$ cat config.mk
export PLATFORM = sky130hd
export DESIGN_NAME = spi_slave_tx_multi_flat
export DESIGN_NICKNAME = d
export VERILOG_FILES = /design/src/rtl/spi_slave_pkg.sv /design/src/rtl/spi_slave_tx_multi_if.sv /design/src/rtl/spi_slave_tx_fifo.sv /design/src/rtl/spi_slave_tx_multi.sv /design/src/flat_wrapper.sv
export SDC_FILE = /design/constraint.sdc
export NUM_CORES = 1
export LEC_CHECK = 0
export ABC_CLOCK_PERIOD_IN_PS = 5480
export CORE_MARGIN = 3
export CORE_UTILIZATION = 55
export DETAILED_ROUTE_END_ITERATION = 8
export PLACE_DENSITY_LB_ADDON = 0.1
export RECOVER_POWER = 50
export SLEW_MARGIN = 20
export SYNTH_ARGS = -nofsm -noshare
export SYNTH_HDL_FRONTEND = slang
export SYNTH_SLANG_ARGS = --single-unit
export TNS_END_PERCENT = 100
$ cat constraint.sdc
create_clock -name sclk -period 5.48 [get_ports sclk]
set_input_delay 1.096 -clock sclk [delete_from_list [all_inputs] [get_ports sclk]]
set_output_delay 1.096 -clock sclk [all_outputs]
set_load 0.03 [all_outputs]
$ cat src/rtl/spi_slave_pkg.sv
// Shared types and helpers for the SPI slave transmit path.
package spi_slave_pkg;

  typedef enum logic [1:0] {
    SPI_SINGLE = 2'b00,
    SPI_DUAL   = 2'b01,
    SPI_QUAD   = 2'b10
  } spi_mode_e;

  localparam logic [3:0] LANE_MASK_SINGLE = 4'b0001;
  localparam logic [3:0] LANE_MASK_DUAL   = 4'b0011;
  localparam logic [3:0] LANE_MASK_QUAD   = 4'b1111;

  // Encoding 11 is reserved and falls back to single-lane operation.
  function automatic spi_mode_e decode_mode(input logic [1:0] m);
    case (m)
      2'b01:   return SPI_DUAL;
      2'b10:   return SPI_QUAD;
      default: return SPI_SINGLE;
    endcase
  endfunction

  function automatic int unsigned lanes(input spi_mode_e m);
    case (m)
      SPI_DUAL: return 2;
      SPI_QUAD: return 4;
      default:  return 1;
    endcase
  endfunction

  function automatic logic [3:0] lane_mask(input spi_mode_e m);
    case (m)
      SPI_DUAL: return LANE_MASK_DUAL;
      SPI_QUAD: return LANE_MASK_QUAD;
      default:  return LANE_MASK_SINGLE;
    endcase
  endfunction

endpackage

$ cat src/rtl/spi_slave_tx_multi_if.sv
// Word-source and pad-side signals of the multi-lane SPI slave transmitter.
interface spi_slave_tx_multi_if #(
  parameter int unsigned DATA_WIDTH = 32,
  parameter int unsigned CNT_WIDTH  = 8
);
  logic [1:0]            mode_i;
  logic [CNT_WIDTH-1:0]  len_i;
  logic                  len_upd_i;
  logic [DATA_WIDTH-1:0] data_i;
  logic                  data_valid_i;
  logic                  data_ready_o;
  logic [3:0]            sdo_o;
  logic [3:0]            sdo_oe_o;
  logic                  done_o;
  logic                  underrun_o;

  modport master (
    output mode_i, len_i, len_upd_i, data_i, data_valid_i,
    input  data_ready_o, sdo_o, sdo_oe_o, done_o, underrun_o
  );

  modport slave (
    input  mode_i, len_i, len_upd_i, data_i, data_valid_i,
    output data_ready_o, sdo_o, sdo_oe_o, done_o, underrun_o
  );
endinterface

$ cat src/rtl/spi_slave_tx_fifo.sv
// Small synchronous word buffer; push into full and pop from empty are ignored.
module spi_slave_tx_fifo #(
  parameter int unsigned DATA_WIDTH = 32,
  parameter int unsigned FIFO_DEPTH = 2
) (
  input  logic                  clk,
  input  logic                  rstn,
  input  logic                  push_i,
  input  logic [DATA_WIDTH-1:0] data_i,
  input  logic                  pop_i,
  output logic [DATA_WIDTH-1:0] head_o,
  output logic                  full_o,
  output logic                  empty_o
);
  localparam int unsigned PTR_W = (FIFO_DEPTH > 1) ? $clog2(FIFO_DEPTH) : 1;
  localparam int unsigned CNT_W = $clog2(FIFO_DEPTH + 1);

  logic [DATA_WIDTH-1:0] mem_q [FIFO_DEPTH];
  logic [PTR_W-1:0]      wr_ptr_q, wr_ptr_d, rd_ptr_q, rd_ptr_d;
  logic [CNT_W-1:0]      count_q, count_d;
  logic                  do_push, do_pop;

  function automatic logic [PTR_W-1:0] ptr_inc(input logic [PTR_W-1:0] p);
    return (p == PTR_W'(FIFO_DEPTH - 1)) ? '0 : p + PTR_W'(1);
  endfunction

  assign full_o  = (count_q == CNT_W'(FIFO_DEPTH));
  assign empty_o = (count_q == '0);
  assign head_o  = mem_q[rd_ptr_q];
  assign do_push = push_i && !full_o;
  assign do_pop  = pop_i && !empty_o;

  always_comb begin
    wr_ptr_d = wr_ptr_q;
    rd_ptr_d = rd_ptr_q;
    count_d  = count_q + CNT_W'(do_push) - CNT_W'(do_pop);
    if (do_push) wr_ptr_d = ptr_inc(wr_ptr_q);
    if (do_pop)  rd_ptr_d = ptr_inc(rd_ptr_q);
  end

  always_ff @(posedge clk or negedge rstn) begin
    if (!rstn) begin
      wr_ptr_q <= '0;
      rd_ptr_q <= '0;
      count_q  <= '0;
      for (int i = 0; i < int'(FIFO_DEPTH); i++) mem_q[i] <= '0;
    end else begin
      wr_ptr_q <= wr_ptr_d;
      rd_ptr_q <= rd_ptr_d;
      count_q  <= count_d;
      if (do_push) mem_q[wr_ptr_q] <= data_i;
    end
  end

endmodule

$ cat src/rtl/spi_slave_tx_multi.sv
// Multi-lane SPI slave transmit shifter with word buffer, per-transfer mode and sticky underrun.
module spi_slave_tx_multi
  import spi_slave_pkg::*;
#(
  parameter int unsigned DATA_WIDTH = 32,
  parameter int unsigned FIFO_DEPTH = 2,
  parameter int unsigned CNT_WIDTH  = 8
) (
  input  logic               sclk,
  input  logic               rstn,
  spi_slave_tx_multi_if.slave bus
);
  localparam int unsigned WCNT_W = $clog2(DATA_WIDTH);

  logic                  running_q, running_d;
  logic [CNT_WIDTH-1:0]  cnt_q, cnt_d, trgt_q, trgt_d;
  logic [WCNT_W-1:0]     wcnt_q, wcnt_d;
  logic [DATA_WIDTH-1:0] shreg_q, shreg_d;
  spi_mode_e             mode_q, mode_d;
  logic                  underrun_q, underrun_d;

  logic                  load_c;
  logic                  fifo_full, fifo_empty;
  logic [DATA_WIDTH-1:0] fifo_head;

  function automatic logic [WCNT_W-1:0] word_last(input spi_mode_e m);
    case (m)
      SPI_DUAL: return WCNT_W'(DATA_WIDTH / 2 - 1);
      SPI_QUAD: return WCNT_W'(DATA_WIDTH / 4 - 1);
      default:  return WCNT_W'(DATA_WIDTH - 1);
    endcase
  endfunction

  spi_slave_tx_fifo #(
    .DATA_WIDTH (DATA_WIDTH),
    .FIFO_DEPTH (FIFO_DEPTH)
  ) u_fifo (
    .clk     (sclk),
    .rstn    (rstn),
    .push_i  (bus.data_valid_i),
    .data_i  (bus.data_i),
    .pop_i   (load_c),
    .head_o  (fifo_head),
    .full_o  (fifo_full),
    .empty_o (fifo_empty)
  );

  // Start/restart has priority over the running sequence; reloads pop the buffer.
  always_comb begin
    running_d  = running_q;
    cnt_d      = cnt_q;
    trgt_d     = trgt_q;
    wcnt_d     = wcnt_q;
    shreg_d    = shreg_q;
    mode_d     = mode_q;
    underrun_d = underrun_q;
    load_c     = 1'b0;

    if (bus.len_upd_i) begin
      trgt_d    = bus.len_i;
      mode_d    = decode_mode(bus.mode_i);
      running_d = 1'b1;
      cnt_d     = '0;
      wcnt_d    = '0;
      load_c    = 1'b1;
    end else if (running_q) begin
      if (cnt_q == trgt_q) begin
        running_d = 1'b0;
        cnt_d     = '0;
        wcnt_d    = '0;
      end else begin
        cnt_d = cnt_q + CNT_WIDTH'(1);
        if (wcnt_q == word_last(mode_q)) begin
          load_c = 1'b1;
          wcnt_d = '0;
        end else begin
          shreg_d = shreg_q << lanes(mode_q);
          wcnt_d  = wcnt_q + WCNT_W'(1);
        end
      end
    end

    if (load_c) begin
      if (fifo_empty) begin
        shreg_d    = '0;
        underrun_d = 1'b1;
      end else begin
        shreg_d = fifo_head;
      end
    end
  end

  always_ff @(posedge sclk or negedge rstn) begin
    if (!rstn) begin
      running_q  <= 1'b0;
      cnt_q      <= '0;
      trgt_q     <= CNT_WIDTH'(7);
      wcnt_q     <= '0;
      shreg_q    <= '0;
      mode_q     <= SPI_SINGLE;
      underrun_q <= 1'b0;
    end else begin
      running_q  <= running_d;
      cnt_q      <= cnt_d;
      trgt_q     <= trgt_d;
      wcnt_q     <= wcnt_d;
      shreg_q    <= shreg_d;
      mode_q     <= mode_d;
      underrun_q <= underrun_d;
    end
  end

  // MSB-first lane mapping; lanes above the active width stay low.
  always_comb begin
    case (mode_q)
      SPI_QUAD: bus.sdo_o = shreg_q[DATA_WIDTH-1 -: 4];
      SPI_DUAL: bus.sdo_o = {2'b00, shreg_q[DATA_WIDTH-1 -: 2]};
      default:  bus.sdo_o = {3'b000, shreg_q[DATA_WIDTH-1]};
    endcase
  end

  assign bus.sdo_oe_o     = running_q ? lane_mask(mode_q) : 4'b0000;
  assign bus.done_o       = running_q && (cnt_q == trgt_q);
  assign bus.underrun_o   = underrun_q;
  assign bus.data_ready_o = !fifo_full;

endmodule

$ cat src/flat_wrapper.sv
// flat-port wrapper written by rule: the top's interface ports become plain ports
module spi_slave_tx_multi_flat import spi_slave_pkg::*;
#(
  parameter int unsigned DATA_WIDTH = 32,
  parameter int unsigned FIFO_DEPTH = 2,
  parameter int unsigned CNT_WIDTH  = 8
)
  (sclk, rstn, bus_mode_i, bus_len_i, bus_len_upd_i, bus_data_i, bus_data_valid_i, bus_data_ready_o, bus_sdo_o, bus_sdo_oe_o, bus_done_o, bus_underrun_o);
  spi_slave_tx_multi_if #(.DATA_WIDTH(DATA_WIDTH), .CNT_WIDTH(CNT_WIDTH)) bus_i ();
  input  logic sclk;
  input  logic rstn;
  input wire logic [$bits(bus_i.mode_i)-1:0] bus_mode_i;
  input wire logic [$bits(bus_i.len_i)-1:0] bus_len_i;
  input wire logic [$bits(bus_i.len_upd_i)-1:0] bus_len_upd_i;
  input wire logic [$bits(bus_i.data_i)-1:0] bus_data_i;
  input wire logic [$bits(bus_i.data_valid_i)-1:0] bus_data_valid_i;
  output wire logic [$bits(bus_i.data_ready_o)-1:0] bus_data_ready_o;
  output wire logic [$bits(bus_i.sdo_o)-1:0] bus_sdo_o;
  output wire logic [$bits(bus_i.sdo_oe_o)-1:0] bus_sdo_oe_o;
  output wire logic [$bits(bus_i.done_o)-1:0] bus_done_o;
  output wire logic [$bits(bus_i.underrun_o)-1:0] bus_underrun_o;
  assign bus_i.mode_i = bus_mode_i;
  assign bus_i.len_i = bus_len_i;
  assign bus_i.len_upd_i = bus_len_upd_i;
  assign bus_i.data_i = bus_data_i;
  assign bus_i.data_valid_i = bus_data_valid_i;
  assign bus_data_ready_o = bus_i.data_ready_o;
  assign bus_sdo_o = bus_i.sdo_o;
  assign bus_sdo_oe_o = bus_i.sdo_oe_o;
  assign bus_done_o = bus_i.done_o;
  assign bus_underrun_o = bus_i.underrun_o;
  spi_slave_tx_multi #(.DATA_WIDTH(DATA_WIDTH), .FIFO_DEPTH(FIFO_DEPTH), .CNT_WIDTH(CNT_WIDTH)) u_core (.sclk(sclk), .rstn(rstn), .bus(bus_i));
endmodule
### Word-level counts from Yosys, hierarchy flattened

Index checks and enable logic that the tools add are counted.

* word-level logic and storage cells: 86
* register bits after elaboration: 125
* output and inout port bits: 11

* $add $sub $neg: 6
* reductions and logical operators: 11
* multiplexer cells: 41
* bitwise operators: 2
* equal/unequal tests: 10
* $lt $le $gt $ge: 3
* shift operators: 1

Operators with widths (count)
* 32-bit two-way mux: 14
* 64-bit bitwise mux: 1
* 5-bit two-way mux: 7
* 32-bit demux with 1-bit select: 1
* 32-bit by 32-bit << shifter with 32-bit output: 1
* 8-bit two-way mux: 3
* 4-bit case mux with 2 select lines: 2
* 5-bit case mux with 2 select lines: 1
* 1-bit two-way mux: 9
* 8-bit by 1-bit adder with 8-bit output (second input constant): 1
* 8-bit equality test: 1
* 2-bit equality test (second input constant): 3
* 3-bit case mux with 2 select lines: 1
* 5-bit by 1-bit adder with 5-bit output (second input constant): 1
* 5-bit equality test: 1
* 2-bit by 1-bit equality test with 1-bit output (second input constant): 2
* 2-bit greater-or-equal comparator (second input constant): 2
* 1-bit logical AND: 4
* 4-bit two-way mux: 1
* 2-bit inequality test (second input constant): 2
* 1-bit NOT with 2-bit output: 2
* 2-bit case mux with 2 select lines: 1
* 4-bit AND reduction: 1
* 2-bit nonzero test: 2
* 8 further kinds: 10

### Depth between registers and ports, before layout

Gate-level depths: netlist (run 1).

* word-level depth: 16
* mapped depth: 12
* gate-level depth less buffers: 11

### Modules after synthesis

From an unflattened synthesis (run 1), not the netlist that was laid out.

* cell total of the unflattened synthesis: 619
* area, all modules: 7151.9 µm²

By module, submodules not included
* spi_slave_tx_multi: cells each 430, area each 3937.5 µm², times used 1
* spi_slave_tx_fifo: cells each 189, area each 3214.3 µm², times used 1

### Worst setup path after synthesis (run 1)

No wires, ideal clock.

* path kind: reg2out
* start: register u_core.mode_q[1]
* end: output bus_sdo_o[0]
* path slack: 2599 ps
* cell stages (with the launch flop): 7
* arrival time: 1785 ps
* buffers on the path: 2
* cell sequence: dfrtp_1 inv_1 ha_1 buf_2 buf_2 a22oi_1 o21ai_0

* cells in the longest elaborated chain, start to end: 2
* elaborated cells between the ends (all ways): 3

Ends and longest elaborated chain
* start, declared: RTL line spi_slave_tx_multi.sv:19 `spi_mode_e mode_q, mode_d;`
* start signal, assigned: RTL line spi_slave_tx_multi.sv:108 `mode_q <= mode_d;`
* 2-bit by 1-bit equality test with 1-bit output / 2-bit equality test (equally long branches): RTL line spi_slave_tx_multi.sv:115 `case (mode_q)`
* 4-bit case mux with 2 select lines (*): RTL line spi_slave_tx_multi.sv:115
* end, declared: RTL line flat_wrapper.sv:18 `output wire logic [$bits(bus_i.sdo_o)-1:0] bus_sdo_o;`

Mark *: on every way between the ends. The rest lies on a longest branch, timed or not.

### Worst setup path after layout (run 1)

Same ends and word-level chain as after synthesis.

==> results.py, run 1 <==
metrics = {
    "route": {
        "drt_iter0_drc": 295,
        "firstDrtPassIters": 5,
        "wire_per_inst_um": 18.71,
        "via_per_inst": 6.069,
        "routed_wl_um": 14860,
        "postRouteAntennaNets": 0,
        "drc_errors": 0,
        "via_count": 4819,
    },
    "global_routing": {
        "antenna_found_initial": 0,
        "grt_pass1_vias": 4877,
        "grt_pass1_wl_um": 24490,
        "grt_max_degree": 62,
        "grt_overflow": 0,
        "grt_use_total_pct": 23.21,
    },
    "clock_tree": {
        "cts.reportedPaths.clkPinSlew_ns": 0.06,
        "htreeDepth": 4,
        "ctsHoldBuffers": 0,
        "post_cts_resized": 0,
        "cts_buffers": 17,
        "tritoncts": "yes",
        "cts.root.buffer_cell": "clkbuf_16",
        "cts_setup_buffers": 0,
        "clk-insertion-delay-late_ns": 0.42,
        "cts.sinks": 125,
        "clk_path_buf_depth": 2,
    },
    "setup_path": {
        "r2r_slack_ns": 2.56,
        "crit_end": "bus_sdo_o[0]",
        "reg2reg_from": "u_core.mode_q[0]",
        "crit_fanout": 37,
        "critPathSlowestCell": "clkdlybuf4s50_1",
        "ff2ff_path_depth": 11,
        "crit_path_start_kind": "flip-flop",
        "endpoint_kind": "output port",
        "crit_arrival_ns": 2.61,
        "r2r_end": "u_core.u_fifo.count_q[1]",
        "crit_chain": "inv_1 > ha_2 > buf_4 > a22oi_1 > o21ai_0 > clkdlybuf4s50_1",
        "slowest_delay_ns": 0.71,
        "worstPathRequired_ns": 4.38,
        "path_class": "reg -> out",
        "startpoint": "u_core.mode_q[1]",
    },
    "flow_run": {
        "drv_cap": 0,
    },
    "synthesis": {
        "synth_ff_type": "dfrtp_1",
        "ys_ff_latch": 125,
        "syn_area_um2": 6798,
        "synth_area_leader_cell": "dfrtp_1",
        "synth_cells": 578,
        "synth_top_area_share_pct": 44.91,
        "seq_area_frac_synth_pct": 46.07,
        "synth_fp_nets": 632,
        "yosys.cell_types.count": 52,
        "yosys_warnings": 0,
        "async_flop_share_pct": 100.0,
        "synth-edff-count": 0,
        "synth_area_leaders": "dfrtp_1 45%, mux2_2 17%, mux2i_1 9.1%",
        "syn_area_per_cell_um2": 11.76,
    },
    "sta": {
        "drv_slew": 0,
        "fin_crit_ns": 3.703,
        "grt_setup_unrepaired": "false",
        "slew_headroom_pct": 30.32,
        "fmax_mhz": 270.0,
        "max_slew.worst_pin.slew_ns": 1.045,
        "hold_viol": 0,
        "tns_ns": 0,
        "skew_ns": 0.008562,
        "finalCritPeriodShare_pct": 67.58,
        "setup_viol": 0,
    },
    "power_and_ir_drop": {
        "seqPwrFrac_pct": 39.2,
        "power_uw": 4128,
        "ir_worst_vdd_mv": 0.3341,
        "p_per_area_nw_per_um2": 518.0,
        "p_int_uw": 2762,
        "p_comb_share_pct": 34.6,
        "netSwitchingFraction_pct": 33.10,
        "pwr-share-clk_pct": 26.2,
        "switchingPower_uw": 1366,
        "power.leakage_uw": 0.003340,
    },
    "final_layout": {
        "syn_to_final_growth_pct": 17.23,
        "final_area_um2": 7969,
        "fill_cells": 924,
        "drive_gt1_share_pct": 25.08,
        "num_antenna_cells": 0,
        "multi_input_area_um2": 3406,
        "regArea_um2": 3133,
        "fin_nets": 672,
    },
    "floorplan": {
        "initial_core_util_pct": 57.80,
        "die_h_um": 117.2,
        "core_um2": 11760,
        "die_area_um2": 13730,
        "ios": 57,
        "die_w_um": 117.2,
        "rows": 39,
    },
    "placement": {
        "dp_hpwl_um": 9700,
        "gp_congestion": 0.8645,
        "dpl_cell_area_um2": 7396,
        "numPortBuffers": 56,
    },
    "outcome": {
        "outcome": "complete, no violations",
    },
    "min_path": {
        "min_path_type": "reg -> reg",
    },
}
==> sequential cells by signal, summed over array words and instances, names as in the netlist <==
name,cells
u_core.u_fifo.wr_ptr_q,1
u_core.mode_q,2
u_core.cnt_q,8
u_core.wcnt_q,5
u_core.u_fifo.count_q,2
u_core.shreg_q,32
u_core.running_q,1
u_core.trgt_q,8
u_core.u_fifo.mem_q,64
u_core.bus.underrun_o,1
u_core.u_fifo.rd_ptr_q,1
==> metal layers <==
| metal | vias up | wire (µm) | global-route usage, % |
|---|---|---|---|
| met2 | 125 | 7123 | 35.29 |
| met1 | 2411 | 6665 | 30.93 |
| li1 | 2255 | - | - |
| met3 | 28 | 746 | 7.506 |
| met4 | 0 | 320 | 9.327 |
| met5 | - | 0 | 0 |
==> cells in the final DEF, fill, tap and decap left out, types with 3 or more instances in the layout <==
master and n:
o22ai_1 8, o2111ai_1 5, nor2b_1 3, dfrtp_1 121
ha_1 7, xor2_1 3, clkbuf_1 5, nand2b_1 4
nand3_1 22, xnor2_1 15, inv_1 9, clkbuf_16 17
a22oi_1 42, o31ai_1 29, nor2_1 13, nor3_1 8
clkbuf_8 3, buf_4 9, dfstp_2 3, mux2_2 104
clkinv_2 4, o21ai_0 11, and2_1 5, nand2_1 20
a22o_1 4, clkdlybuf4s50_1 53, mux2i_1 62
==> critical path, delay by kind of cell, from the launching register on <==
kind                       cells  cell delay, ns
AOI/OAI and AO/OA              2            0.34
DFF                            1            0.40
adders and majority gates      1            0.17
buffers and inverters          3            1.27
==> cell usage after synthesis, drive strengths merged, types with 9 or more instances <==
| library cell | number |
|---|---|
| dfrtp | 122 |
| mux2 | 105 |
| mux2i | 62 |
| a22oi | 42 |
| o31ai | 30 |
| buf | 28 |
| nand3 | 22 |
| nand2 | 21 |
| clkbuf | 16 |
| nor2 | 15 |
| xnor2 | 15 |
| o21ai | 12 |
| inv | 9 |
==> power by group through the flow <==
stage,clock (µW),combinational [µW],sequential [µW]
6_report,1080,1430,1620
2_1_floorplan,0,1160,1480
4_1_cts,1100,1440,1620
3_5_place_dp,0,1430,1630
5_1_grt,1140,1570,1680
3_3_place_gp,0,1380,1610
==> cells by family after synthesis <==
logic type,count (synthesis),synth area share (%)
muxes,167,26.58
DFF,125,46.07
AOI/OAI and AO/OA,118,12.99
and+or+nand+nor,89,6.497
buffers and inverters,53,4.068
xor gates and xnor gates,18,2.319
adders and majority gates,8,1.473
==> worst min-delay path by stage <==
stage | from | endpoint | slack [ns] | cells past startpoint
detailed placement | u_core.bus.underrun_o | u_core.bus.underrun_o | 0.48 | 1
global placement | u_core.bus.underrun_o | u_core.bus.underrun_o | 0.47 | 1
CTS | u_core.bus.underrun_o | u_core.bus.underrun_o | 0.49 | 1
floorplan | u_core.u_fifo.count_q[1] | u_core.u_fifo.count_q[1] | 0.47 | 1
finish | u_core.bus.underrun_o | u_core.bus.underrun_o | 0.49 | 1
global route | u_core.bus.underrun_o | u_core.bus.underrun_o | 0.50 | 1
==> stage by stage <==
step	hold slack, ns	util, %	setup WS [ns]	instances
2_1_floorplan	0.4681	-	2.599	578
3_3_place_gp	0.4741	62.89	1.602	763
3_5_place_dp	0.4785	62.89	1.483	763
4_1_cts	0.4880	67.73	1.752	794
5_1_grt	0.4986	67.76	1.673	794
6_report	0.4900	67.76	1.777	794
==> layout make-up <==
type / instances / share of cell area [%]
clock buffer: 24 / 6.045
clock inverter: 7 / 1.099
inverter: 9 / 0.4239
multi-input combinational: 400 / 42.74
sequential: 125 / 39.32
tap: 164 / 2.575
timing repair buffer: 65 / 7.803
No activity file was read; power rests on OpenSTA's default activity.
==> run 2, diff against run 1 <==
ABC_CLOCK_PERIOD_IN_PS = 3000   (was 5480)
CORE_UTILIZATION = 53   (was 55)
clock period = 3 ns   (was 5.48 ns; I/O delays follow)
==> run 2 against run 1 <==
The flow now finishes with violations (capacitance limit, slew limit). Utilization is 1.2 points lower. Global-route usage is 0.88 points lower. Highest routed layer unchanged. Combinational power is 88% higher.
==> results.py, run 2 (synthesis results as in run 1) <==
metrics = {
    "min_path": {
        "holdPathStages": 1,
        "min_path_type": "reg -> reg",
    },
    "setup_path": {
        "ff2ff_path_depth": 11,
        "worstPathRequired_ns": 2.40,
        "endpoint_kind": "output port",
        "crit_fanout": 17,
        "crit_path_start_kind": "flip-flop",
        "path_class": "reg -> out",
        "crit_arrival_ns": 2.16,
    },
    "final_layout": {
        "top_regs": "u_core.u_fifo.mem_q x64, u_core.shreg_q x32",
        "largest-register": "u_core.u_fifo.mem_q",
        "fill_cells": 957,
        "final_common_cell": "dfrtp_1",
        "largest_register_ffs": 64,
        "stdcell_count": 806,
        "fin_nets": 679,
        "syn_to_final_growth_pct": 20.10,
        "drive_gt1_share_pct": 26.80,
        "fin_util_pct": 66.58,
        "num_antenna_cells": 0,
        "final_cell_mix": "121 x dfrtp_1, 104 x mux2_2, 62 x mux2i_1",
        "regArea_um2": 3133,
        "multi_input_area_um2": 3403,
    },
    "sta": {
        "fin_crit_ns": 2.763,
        "setup_viol": 0,
        "finalCritPeriodShare_pct": 92.10,
        "grt_setup_unrepaired": "false",
        "fmax_mhz": 361.9,
        "tns_ns": 0,
        "skew_ns": 0.006115,
        "hold_slack_ns": 0.4856,
        "slew_headroom_pct": -9.689,
        "hold_viol": 0,
        "max_slew.worst_pin.slew_ns": 1.645,
        "drv_slew": 33,
    },
    "power_and_ir_drop": {
        "p_comb_share_pct": 34.0,
        "netSwitchingFraction_pct": 31.86,
        "seqPwrFrac_pct": 36.5,
        "ir_worst_vdd_mv": 0.5593,
        "power.leakage_uw": 0.003482,
        "p_per_area_nw_per_um2": 971.3,
        "p_int_uw": 5403,
        "pwr-share-clk_pct": 29.5,
        "switchingPower_uw": 2527,
    },
    "global_routing": {
        "grt_use_total_pct": 22.33,
        "grt_pass1_wl_um": 25450,
        "grt_overflow": 0,
        "grt_max_degree": 58,
        "grt_pass1_vias": 4972,
        "antenna_found_initial": 0,
    },
    "route": {
        "drc_errors": 0,
        "via_per_inst": 5.975,
        "wire_per_inst_um": 18.59,
        "drt_iter0_drc": 468,
        "via_count": 4816,
        "routed_wl_um": 14990,
        "postRouteAntennaNets": 0,
        "firstDrtPassIters": 5,
    },
    "clock_tree": {
        "cts_buffers": 17,
        "cts.root.buffer_cell": "clkbuf_16",
        "cts.reportedPaths.clkPinSlew_ns": 0.05,
        "cts.sinks": 125,
        "htreeDepth": 4,
        "clk_path_buf_depth": 2,
        "clk-insertion-delay-late_ns": 0.41,
        "tritoncts": "yes",
        "ctsHoldBuffers": 0,
    },
    "floorplan": {
        "core_um2": 12260,
        "die_area_um2": 14220,
        "die_h_um": 119.3,
        "rows": 40,
        "die_w_um": 119.3,
        "initial_core_util_pct": 55.44,
        "ios": 57,
    },
    "placement": {
        "gp_congestion": 0.8965,
        "numPortBuffers": 56,
        "dp_hpwl_um": 10330,
        "dp_cells": 774,
    },
    "outcome": {
        "violations": "capacitance limit, slew limit",
        "outcome": "complete, but fails checks",
    },
    "flow_run": {
        "drv_cap": 1,
    },
}
==> run 2: cell count changes in the layout (fill, tap and decap cells not counted), sizes merged <==
cell | before | now
clkbuf | 25 | 24
dlymetal6s2s | 0 | 4
clkinvlp | 1 | 0
bufinv | 2 | 6
buf | 9 | 13
clkdlybuf4s50 | 53 | 49
clkinv | 4 | 6
==> run 2: layout make-up <==
| class | instances | share of cell area (%) |
|---|---|---|
| flip-flops and latches | 125 | 38.38 |
| well taps | 168 | 2.575 |
| repair buffers | 72 | 8.613 |
| clock inverters | 12 | 2.621 |
| multi-input cells | 400 | 41.69 |
| clock buffers | 20 | 5.716 |
| inverters | 9 | 0.4138 |
==> run 2: power by group through the flow <==
stage	clock network (µW)	logic (µW)	registers, µW
after floorplan	0	2130	2710
after global placement	0	2610	2890
after detailed placement	0	2690	2920
after CTS	2370	2720	2900
after global routing	2460	2980	2990
final	2340	2690	2890
==> run 2: final timing paths <==
| path | slack (ns) | endpoint | from |
|---|---|---|---|
| hold reg to reg | 0.49 | u_core.bus.underrun_o | u_core.bus.underrun_o |
| max in group asynchronous | 0.72 | u_core.u_fifo.mem_q[4] | rstn |
| setup / recovery | 0.24 | bus_sdo_oe_o[1] | u_core.mode_q[0] |
| setup reg to reg | 0.30 | u_core.u_fifo.count_q[1] | u_core.mode_q[0] |
| hold / removal | 0.49 | u_core.bus.underrun_o | u_core.bus.underrun_o |
| min in group asynchronous | 0.60 | u_core.trgt_q[3] | rstn |
==> run 2: routing by layer <==
layer | wire length (µm) | GRT usage [%] | vias up | share of wire (%)
met4 | 124 | 5.358 | 0 | 0.83
met1 | 6742 | 30.28 | 2432 | 45
met2 | 7343 | 35.89 | 112 | 49
li1 | - | - | 2262 | -
met3 | 775 | 5.983 | 10 | 5.2
met5 | 0 | 0 | - | 0
==> run 2: stage by stage <==
| step | power (µW) | worst slack [ns] | instance area (µm²) |
|---|---|---|---|
| floorplan | 4832 | 0.6153 | 6798 |
| global placement | 5498 | 0.4203 | 7491 |
| detailed placement | 5609 | 0.3163 | 7491 |
| CTS | 7984 | 0.02262 | 8177 |
| global route | 8429 | 0.1042 | 8164 |
| finish | 7930 | 0.2371 | 8164 |
==> run 2: worst max-delay path: stages (launching register included) <==
cell             delay, ns
dfrtp_1               0.40
inv_1                 0.11
ha_2                  0.38
nor2_1                0.17
clkdlybuf4s50_1       0.69
==> run 2: timing repair <==
| item | in CTS | in global routing |
|---|---|---|
| buffers inserted | 0 | 0 |
| pin swaps | 0 | 0 |
| resized for setup | 2 | 4 |
| setup endpoints to repair | 3 | 4 |
